--- src/rtl/pll_reconfig_ctrl.sv ---
// PLL dynamic-reconfiguration sequencer.
// Takes one divider-update request (ODIV channel or MDIV), drives the MD port
// through address/write/optional readback, pulses the PLL reset and waits for
// a stable lock before reporting completion with a status code.
module pll_reconfig_ctrl #(
    parameter int         N_CH        = 4,
    parameter logic [7:0] ODIV_BASE   = 8'h10,
    parameter logic [7:0] MDIV_ADDR   = 8'h08,
    parameter bit         VERIFY      = 1'b1,
    parameter int         RD_LAT      = 1,
    parameter int         RST_CYCLES  = 16,
    parameter int         LOCK_STABLE = 64,
    parameter int         LOCK_TMO    = 65535
) (
    input  logic       clk,
    input  logic       reset_n,
    input  logic       req_valid,
    output logic       req_ready,
    input  logic [2:0] req_ch,
    input  logic [7:0] req_div,
    output logic       done,
    output logic [1:0] status,
    output logic       busy,
    output logic       locked,
    output logic       pll_reset,
    input  logic       pll_lock,
    output logic [1:0] md_opc,
    output logic       md_ainc,
    output logic [7:0] md_wdi,
    input  logic [7:0] md_rdo
);
    localparam int TW = $clog2(LOCK_TMO + 1);
    localparam int SW = $clog2(LOCK_STABLE + 1);
    localparam int RW = $clog2(RST_CYCLES + 1);
    localparam int LW = $clog2(RD_LAT + 1);

    localparam logic [TW-1:0] TMO_TGT    = TW'(LOCK_TMO);
    localparam logic [SW-1:0] STABLE_TGT = SW'(LOCK_STABLE);
    localparam logic [RW-1:0] RST_LAST   = RW'(RST_CYCLES - 1);
    localparam logic [LW-1:0] RD_LAST    = LW'(RD_LAT - 1);
    localparam logic [2:0]    N_CH_L     = 3'(N_CH);
    localparam logic [2:0]    CH_MDIV    = 3'd7;

    localparam logic [1:0] OP_NOP  = 2'b00;
    localparam logic [1:0] OP_WR   = 2'b01;
    localparam logic [1:0] OP_RD   = 2'b10;
    localparam logic [1:0] OP_ADDR = 2'b11;

    localparam logic [1:0] ST_OK     = 2'b00;
    localparam logic [1:0] ST_VFAIL  = 2'b01;
    localparam logic [1:0] ST_TMO    = 2'b10;
    localparam logic [1:0] ST_BADCH  = 2'b11;

    typedef enum logic [3:0] {
        S_IDLE, S_ADDR, S_WRITE, S_VADDR, S_READ, S_RWAIT,
        S_CHECK, S_PRST, S_WAIT_LOCK, S_DONE
    } state_t;

    state_t        state_reg;
    logic [2:0]    ch_reg;
    logic [7:0]    div_reg;
    logic [7:0]    rd_data_reg;
    logic [RW-1:0] rst_cnt_reg;
    logic [LW-1:0] rd_cnt_reg;
    logic [SW-1:0] stable_cnt_reg;
    logic [TW-1:0] tmo_cnt_reg;
    logic          lock_meta_reg;

    logic          req_ch_ok;
    logic          ch_ok;
    logic [7:0]    req_addr;
    logic [7:0]    tgt_addr;
    logic [SW-1:0] stable_next;
    logic [TW-1:0] tmo_next;

    // Channel decode for the incoming request and for the latched one
    assign req_ch_ok   = (req_ch == CH_MDIV) || (req_ch < N_CH_L);
    assign ch_ok       = (ch_reg == CH_MDIV) || (ch_reg < N_CH_L);
    assign req_addr    = (req_ch == CH_MDIV) ? MDIV_ADDR : ODIV_BASE + {5'd0, req_ch};
    assign tgt_addr    = (ch_reg == CH_MDIV) ? MDIV_ADDR : ODIV_BASE + {5'd0, ch_reg};
    assign stable_next = locked ? stable_cnt_reg + 1'b1 : '0;
    assign tmo_next    = tmo_cnt_reg + 1'b1;

    // Only single-register accesses are issued
    assign md_ainc = 1'b0;

    // Two-flop synchronizer for the asynchronous PLL lock
    always_ff @(posedge clk or negedge reset_n) begin
        if (!reset_n) begin
            lock_meta_reg <= 1'b0;
            locked        <= 1'b0;
        end else begin
            lock_meta_reg <= pll_lock;
            locked        <= lock_meta_reg;
        end
    end

    // Reconfiguration sequencer with registered outputs
    always_ff @(posedge clk or negedge reset_n) begin
        if (!reset_n) begin
            state_reg      <= S_IDLE;
            ch_reg         <= '0;
            div_reg        <= '0;
            rd_data_reg    <= '0;
            rst_cnt_reg    <= '0;
            rd_cnt_reg     <= '0;
            stable_cnt_reg <= '0;
            tmo_cnt_reg    <= '0;
            req_ready      <= 1'b1;
            busy           <= 1'b0;
            done           <= 1'b0;
            status         <= ST_OK;
            pll_reset      <= 1'b0;
            md_opc         <= OP_NOP;
            md_wdi         <= '0;
        end else begin
            case (state_reg)
                S_IDLE: begin
                    if (req_valid && req_ready) begin
                        ch_reg    <= req_ch;
                        div_reg   <= req_div;
                        busy      <= 1'b1;
                        req_ready <= 1'b0;
                        state_reg <= S_ADDR;
                        // An invalid channel rides through ADDR with no MD op
                        if (req_ch_ok) begin
                            md_opc <= OP_ADDR;
                            md_wdi <= req_addr;
                        end
                    end
                end
                S_ADDR: begin
                    if (!ch_ok) begin
                        status    <= ST_BADCH;
                        done      <= 1'b1;
                        state_reg <= S_DONE;
                    end else begin
                        md_opc    <= OP_WR;
                        md_wdi    <= div_reg;
                        state_reg <= S_WRITE;
                    end
                end
                S_WRITE: begin
                    if (VERIFY) begin
                        md_opc    <= OP_ADDR;
                        md_wdi    <= tgt_addr;
                        state_reg <= S_VADDR;
                    end else begin
                        md_opc      <= OP_NOP;
                        pll_reset   <= 1'b1;
                        rst_cnt_reg <= '0;
                        state_reg   <= S_PRST;
                    end
                end
                S_VADDR: begin
                    md_opc    <= OP_RD;
                    state_reg <= S_READ;
                end
                S_READ: begin
                    md_opc     <= OP_NOP;
                    rd_cnt_reg <= '0;
                    state_reg  <= S_RWAIT;
                end
                S_RWAIT: begin
                    // Capture read data exactly RD_LAT cycles after the read op
                    if (rd_cnt_reg == RD_LAST) begin
                        rd_data_reg <= md_rdo;
                        state_reg   <= S_CHECK;
                    end else begin
                        rd_cnt_reg <= rd_cnt_reg + 1'b1;
                    end
                end
                S_CHECK: begin
                    // Mismatch leaves the PLL running on its old configuration
                    if (rd_data_reg != div_reg) begin
                        status    <= ST_VFAIL;
                        done      <= 1'b1;
                        state_reg <= S_DONE;
                    end else begin
                        pll_reset   <= 1'b1;
                        rst_cnt_reg <= '0;
                        state_reg   <= S_PRST;
                    end
                end
                S_PRST: begin
                    if (rst_cnt_reg == RST_LAST) begin
                        pll_reset      <= 1'b0;
                        stable_cnt_reg <= '0;
                        tmo_cnt_reg    <= '0;
                        state_reg      <= S_WAIT_LOCK;
                    end else begin
                        rst_cnt_reg <= rst_cnt_reg + 1'b1;
                    end
                end
                S_WAIT_LOCK: begin
                    stable_cnt_reg <= stable_next;
                    tmo_cnt_reg    <= tmo_next;
                    // Stability takes priority over a simultaneous timeout
                    if (stable_next == STABLE_TGT) begin
                        status    <= ST_OK;
                        done      <= 1'b1;
                        state_reg <= S_DONE;
                    end else if (tmo_next == TMO_TGT) begin
                        status    <= ST_TMO;
                        done      <= 1'b1;
                        state_reg <= S_DONE;
                    end
                end
                S_DONE: begin
                    done      <= 1'b0;
                    busy      <= 1'b0;
                    req_ready <= 1'b1;
                    state_reg <= S_IDLE;
                end
                default: state_reg <= S_IDLE;
            endcase
        end
    end

endmodule
--- config.mk ---
export PLATFORM = sky130hd
export DESIGN_NAME = pll_reconfig_ctrl
export DESIGN_NICKNAME = d
export VERILOG_FILES = /design/src/rtl/pll_reconfig_ctrl.sv
export SDC_FILE = /design/constraint.sdc
export NUM_CORES = 1
export LEC_CHECK = 0
export ABC_AREA = 1
export ABC_CLOCK_PERIOD_IN_PS = 1600
export CELL_PAD_IN_SITES_DETAIL_PLACEMENT = 1
export CELL_PAD_IN_SITES_GLOBAL_PLACEMENT = 1
export CORE_UTILIZATION = 37
export DETAILED_ROUTE_END_ITERATION = 10
export PLACE_DENSITY_LB_ADDON = 0.05
export SKIP_CTS_REPAIR_TIMING = 1
export SYNTH_ARGS = -nofsm -noshare
export SYNTH_HDL_FRONTEND = slang
export SYNTH_SLANG_ARGS = --single-unit
--- constraint.sdc ---
create_clock -name clk -period 1.6 [get_ports clk]
set_input_delay 0.32 -clock clk [delete_from_list [all_inputs] [get_ports clk]]
set_output_delay 0.32 -clock clk [all_outputs]
set_load 0.05 [all_outputs]
==> results.json, run 1 <==
{
  "power.leakage_nw": 2.439,
  "arrival_ns": 2.03,
  "detail_route.first_pass.iterations": 4,
  "largest_reg_flops": 16,
  "viasPerCell": 4.904,
  "crit_chain": "buf_4, nand3_1, buf_4, nand2_1, nand2_1, nand3_1, nor2_1, nand2_1, nor2_2, nand3_2, nand2_4, nand2_4, nand2_2, nand2_1",
  "power_density_mw_per_mm2": 1694,
  "finalCritPeriodShare_pct": 112.3,
  "ant_nets": 0,
  "cp_max_fo": 5,
  "finalPower_mw": 8.559,
  "overflow": 0,
  "numPortBuffers": 39,
  "cts_max_path_buffers": 2,
  "wirelength_mm": 10.34,
  "cp_slowest_cell": "dfrtp_1",
  "ir_worst_vdd_uv": 1151,
  "grt_setup_unrepaired": "yes",
  "fmax_mhz": 556.8,
  "cpMostUsedCell": "nand2_1",
  "die_h_microns": 101.5,
  "final_max_slew_viol_count": 0,
  "violations": "hold timing, setup timing",
  "nFillCells": 1156,
  "setup_violations": 19,
  "synth_warnings": 0,
  "cts_buffers": 9,
  "cts_max_level": 3,
  "syn2layout_area_growth_pct": 37.96,
  "synth_area_sq_mm": 0.003662,
  "dieArea_sq_mm": 0.01030,
  "n_antenna_cell": 0,
  "grt_usage_pct": 21.11,
  "worstSetupPathType": "flip-flop to flip-flop",
  "layout_common_cells": "nand2_1, buf_4, dfrtp_1, inv_1, nand3_1",
  "clock_latency_ns": 0.35,
  "grt_max_degree": 70,
  "antenna_found_initial": 0,
  "hold_class": "primary input to asynchronous set/reset pin",
  "startpoint": "tmo_cnt_reg[0]",
  "cp.buffers_inverters": 2,
  "ys_ff_latch": 69,
  "start_util_pct": 38.90,
  "coreArea_sq_mm": 0.009415,
  "holdWs_ns": -0.03515,
  "dp_hpwl_mm": 7.404,
  "gp_congestion": 0.8505,
  "num_rows": 35,
  "cts_tree": "yes",
  "status": "complete, but fails checks",
  "drc": 0,
  "ys_seq_area_share_pct": 47.18,
  "io_pins": 41,
  "r2r_end": "status[1]",
  "clkSlewWorstSetupHoldPaths_ns": 0.08,
  "initialDrtViolationCount": 95,
  "routedWlPerCell_microns": 14.53,
  "regArea_sq_mm": 0.001732,
  "multi_input_area_sq_mm": 0.001867,
  "critPathRequiredTime_ns": 1.84,
  "cp-start-kind": "flip-flop",
  "layout_commonest_cell": "nand2_1",
  "drv_cap": 0,
  "tns_ns": -1.117,
  "avgSynthCellArea_sq_um": 7.630,
  "slowest_delay_ns": 0.44,
  "layout.nets": 607,
  "num_vias": 3492,
  "grt_pass1_vias": 3578,
  "r2r_slack_ns": -0.20,
  "fin_ws_ns": -0.1961,
  "yosysUniqueCellTypes": 38,
  "ff2ff_path_depth": 14,
  "fin_crit_ns": 1.796,
  "drive_gt1_share_pct": 28.30,
  "fp.dieW_microns": 101.5,
  "grt_pass1_wl_mm": 16.72,
  "hold_viol_final": 20,
  "cts.sinks": 69,
  "cts_root_buffer": "clkbuf_8",
  "critical_path.endpoint_type": "flip-flop",
  "synthCells": 480,
  "crit_family": "simple AND/OR/NAND/NOR gates",
  "skew_ns": 0.01258,
  "rr_startpoint": "tmo_cnt_reg[0]",
  "synth_nets": 508
}
-- area by class of cell --
cell class	instances	area share, %
Clock inverter	5	1.238
Timing Repair Buffer	99	17.76
Inverter	54	4.061
Tap cell	129	3.195
Clock buffer	10	2.526
Sequential cell	69	34.27
Multi-Input combinational cell	346	36.95
-- report_power, final --
part           switching (mW)  total, mW  leakage [nW]  internal (mW)
Combinational            2.54       4.29          1.47           1.76
Clock                   0.709       1.43        0.0886          0.717
Sequential              0.516       2.84         0.884           2.32
Total                    3.76       8.56          2.44           4.80
-- per-stage QoR --
stage          util, %  area [sq um]  instances  setup slack [ns]
6_report         53.66          5052        712           -0.1961
3_3_place_gp     48.43          4559        686           -0.1570
4_1_cts          50.45          4750        701           -0.3048
3_5_place_dp     48.43          4559        686           -0.2787
5_1_grt          53.66          5052        712           -0.3169
2_1_floorplan        -          3672        480          -0.07155
-- per-layer routing --
| metal | wire, microns | GRT usage, % | part of all wire [%] |
|---|---|---|---|
| met5 | 0 | 0 | 0 |
| met1 | 4458 | 25.21 | 43 |
| met3 | 226 | 3.520 | 2.2 |
| met4 | 201 | 6.912 | 1.9 |
| met2 | 5455 | 38.51 | 53 |
-- cells in the mapped netlist --
cell	count	area [sq um]
a21oi_1	4	20.02
a221oi_1	2	17.52
a22o_1	1	8.760
a22oi_1	3	22.52
and2_1	1	6.260
buf_1	1	3.750
buf_2	3	15.01
buf_4	2	15.01
buf_6	1	11.26
clkbuf_1	4	15.01
clkinv_1	1	3.750
conb_1	1	3.750
dfrtp_1	68	1702
dfstp_2	1	26.28
ha_1	5	62.56
inv_1	41	153.9
inv_2	12	45.04
nand2_1	166	623.1
nand2_2	4	25.02
nand2_4	1	11.26
nand3_1	39	195.2
nand3_2	1	10.01
nand3b_1	1	7.510
nand4_1	10	62.56
nor2_1	37	138.9
nor2_2	10	62.56
nor2_4	4	45.04
nor3_1	3	15.01
o21a_1	1	7.510
o21ai_0	21	105.1
o21ai_1	7	35.03
o21ai_2	1	8.760
o22ai_1	7	43.79
o31ai_1	1	7.510
or2_0	1	6.260
or2_2	1	6.260
xnor2_1	4	35.03
xor2_1	9	78.83
-- worst max-delay path by stage --
stage	slack [ns]	depth (start not counted)	end
3_5_place_dp	-0.28	14	status[0]
4_1_cts	-0.30	14	status[1]
2_1_floorplan	-0.07	11	status[0]
3_3_place_gp	-0.16	11	status[1]
5_1_grt	-0.32	14	status[1]
6_report	-0.20	14	status[1]
-- logic make-up (layout without fill, tap and decap cells) --
logic type,Yosys count,after routing,synth area share [%]
AND/OR/NAND/NOR,279,279,33.17
AO/OA/AOI/OAI,48,48,7.551
flip-flops,69,69,47.18
XOR/XNOR,13,13,3.109
other,1,1,0.1024
adder cells (fa/ha/maj),5,5,1.708
buffers and inverters,65,168,7.174
(Power assumes the default switching activity.)
==> run 2: changes to the inputs <==
CORE_UTILIZATION = 42   (was 37)
DONT_BUFFER_PORTS = 1   (was default)
==> results.json, run 2 (synthesis results as in run 1) <==
{
  "drv_cap": 0,
  "drc": 0,
  "coreArea_sq_mm": 0.008341,
  "grt_setup_unrepaired": "yes",
  "cts.sinks": 69,
  "violations": "hold timing, setup timing",
  "detail_route.first_pass.iterations": 4,
  "dp_slack_ns": -0.2318,
  "cts_tree": "yes",
  "fin_ws_ns": -0.3431,
  "power_density_mw_per_mm2": 1787,
  "cts_root_buffer": "clkbuf_8",
  "r2r_slack_ns": -0.34,
  "holdWs_ns": -0.3481,
  "numPortBuffers": 0,
  "r2r_end": "status[1]",
  "die_h_microns": 95.38,
  "grt_max_degree": 70,
  "final_area_sq_mm": 0.004917,
  "antenna_found_initial": 0,
  "layout_commonest_cell": "nand2_1",
  "largest_reg_flops": 16,
  "viasPerCell": 5.202,
  "fmax_mhz": 514.6,
  "placed_area_sq_mm": 0.004161,
  "fin_crit_ns": 1.943,
  "ff2ff_path_depth": 13,
  "relSlewSlack_pct": 63.25,
  "routedWlPerCell_microns": 16.58,
  "final_max_slew_viol_count": 0,
  "skew_ns": 0.007575,
  "power.leakage_nw": 2.380,
  "hold_class": "primary input to asynchronous set/reset pin",
  "arrival_ns": 2.24,
  "setup_violations": 16,
  "gp_congestion": 0.8730,
  "drive_gt1_share_pct": 36.07,
  "dp_hpwl_mm": 7.233,
  "ir_worst_vdd_uv": 1481,
  "tightest_slew_ns": 0.5512,
  "multi_input_area_sq_mm": 0.002034,
  "cts_max_path_buffers": 2,
  "io_pins": 41,
  "finalCritPeriodShare_pct": 121.4,
  "clkSlewWorstSetupHoldPaths_ns": 0.08,
  "layout_common_cells": "nand2_1, buf_4, dfrtp_1, inv_1, nand3_1",
  "layoutNonFillerInstCount": 665,
  "rr_startpoint": "tmo_cnt_reg[1]",
  "placed_cells": 628,
  "num_vias": 3459,
  "dieArea_sq_mm": 0.009097,
  "fp.dieW_microns": 95.38,
  "regArea_sq_mm": 0.001738,
  "n_antenna_cell": 0,
  "syn2layout_area_growth_pct": 34.27,
  "grt_pass1_wl_mm": 16.28,
  "worstSetupPathType": "flip-flop to flip-flop",
  "initialDrtViolationCount": 160,
  "overflow": 0,
  "cts_buffers": 9,
  "nFillCells": 1019,
  "grt_pass1_vias": 3549,
  "grt_usage_pct": 23.72,
  "status": "complete, but fails checks",
  "ant_nets": 0,
  "num_rows": 33,
  "layout.nets": 583,
  "cp-start-kind": "flip-flop",
  "clock_latency_ns": 0.35,
  "start_util_pct": 43.91,
  "cp_max_fo": 5,
  "critical_path.endpoint_type": "flip-flop",
  "cts_max_level": 3,
  "hold_viol_final": 69,
  "wirelength_mm": 11.03,
  "critPathRequiredTime_ns": 1.90
}
## run 2: per-layer routing
metal  track usage (%)  vias up  part of all wire (%)
li1                  -     1673                     -
met1             27.56     1707                    42
met2             42.98       58                    53
met3             4.466       21                   2.7
met4             9.080        0                   2.0
met5                 0        -                     0
## run 2: per-stage QoR
step | TNS [ns] | utilization (%) | power, mW
3_3_place_gp | -0.6380 | 49.90 | 6.148
6_report | -2.246 | 58.96 | 8.788
2_1_floorplan | -0.2047 | - | 5.227
3_5_place_dp | -1.336 | 49.90 | 6.288
5_1_grt | -4.900 | 58.96 | 9.387
4_1_cts | -1.846 | 52.21 | 7.771
## run 2: worst max-delay path by stage
stage	from	end	depth (start not counted)
floorplan	tmo_cnt_reg[1]	status[0]	11
global placement	tmo_cnt_reg[1]	status[1]	14
detailed placement	tmo_cnt_reg[1]	status[0]	14
CTS	tmo_cnt_reg[1]	done	14
global route	tmo_cnt_reg[1]	done	14
finish	tmo_cnt_reg[1]	status[1]	13
## run 2: worst max-delay path: stages (launching register included)
cell and delay [ns]:
dfrtp_2 0.45, ha_4 0.20, nand2_1 0.09, nand2_1 0.08, nor2_1 0.15, nand3_1 0.14, nor2_1 0.16, nand2_1 0.09
nor2_2 0.10, nand3_2 0.09, nand2_4 0.12, buf_4 0.12, nand3_1 0.05, nand2_1 0.07
## run 2: final cells by class
class	count	area share [%]
sequential	69	35.34
clock buffer	12	2.952
timing repair inverter	1	0.1272
tap	105	2.672
timing repair buffer	74	12.34
multi-input combinational	346	41.37
clock inverter	4	0.9669
inverter	54	4.224
## run 2: power by group
group | switching, mW | total, mW | internal, mW
registers | 1.14 | 3.46 | 2.32
logic | 2.15 | 3.89 | 1.74
clock network | 0.679 | 1.44 | 0.759
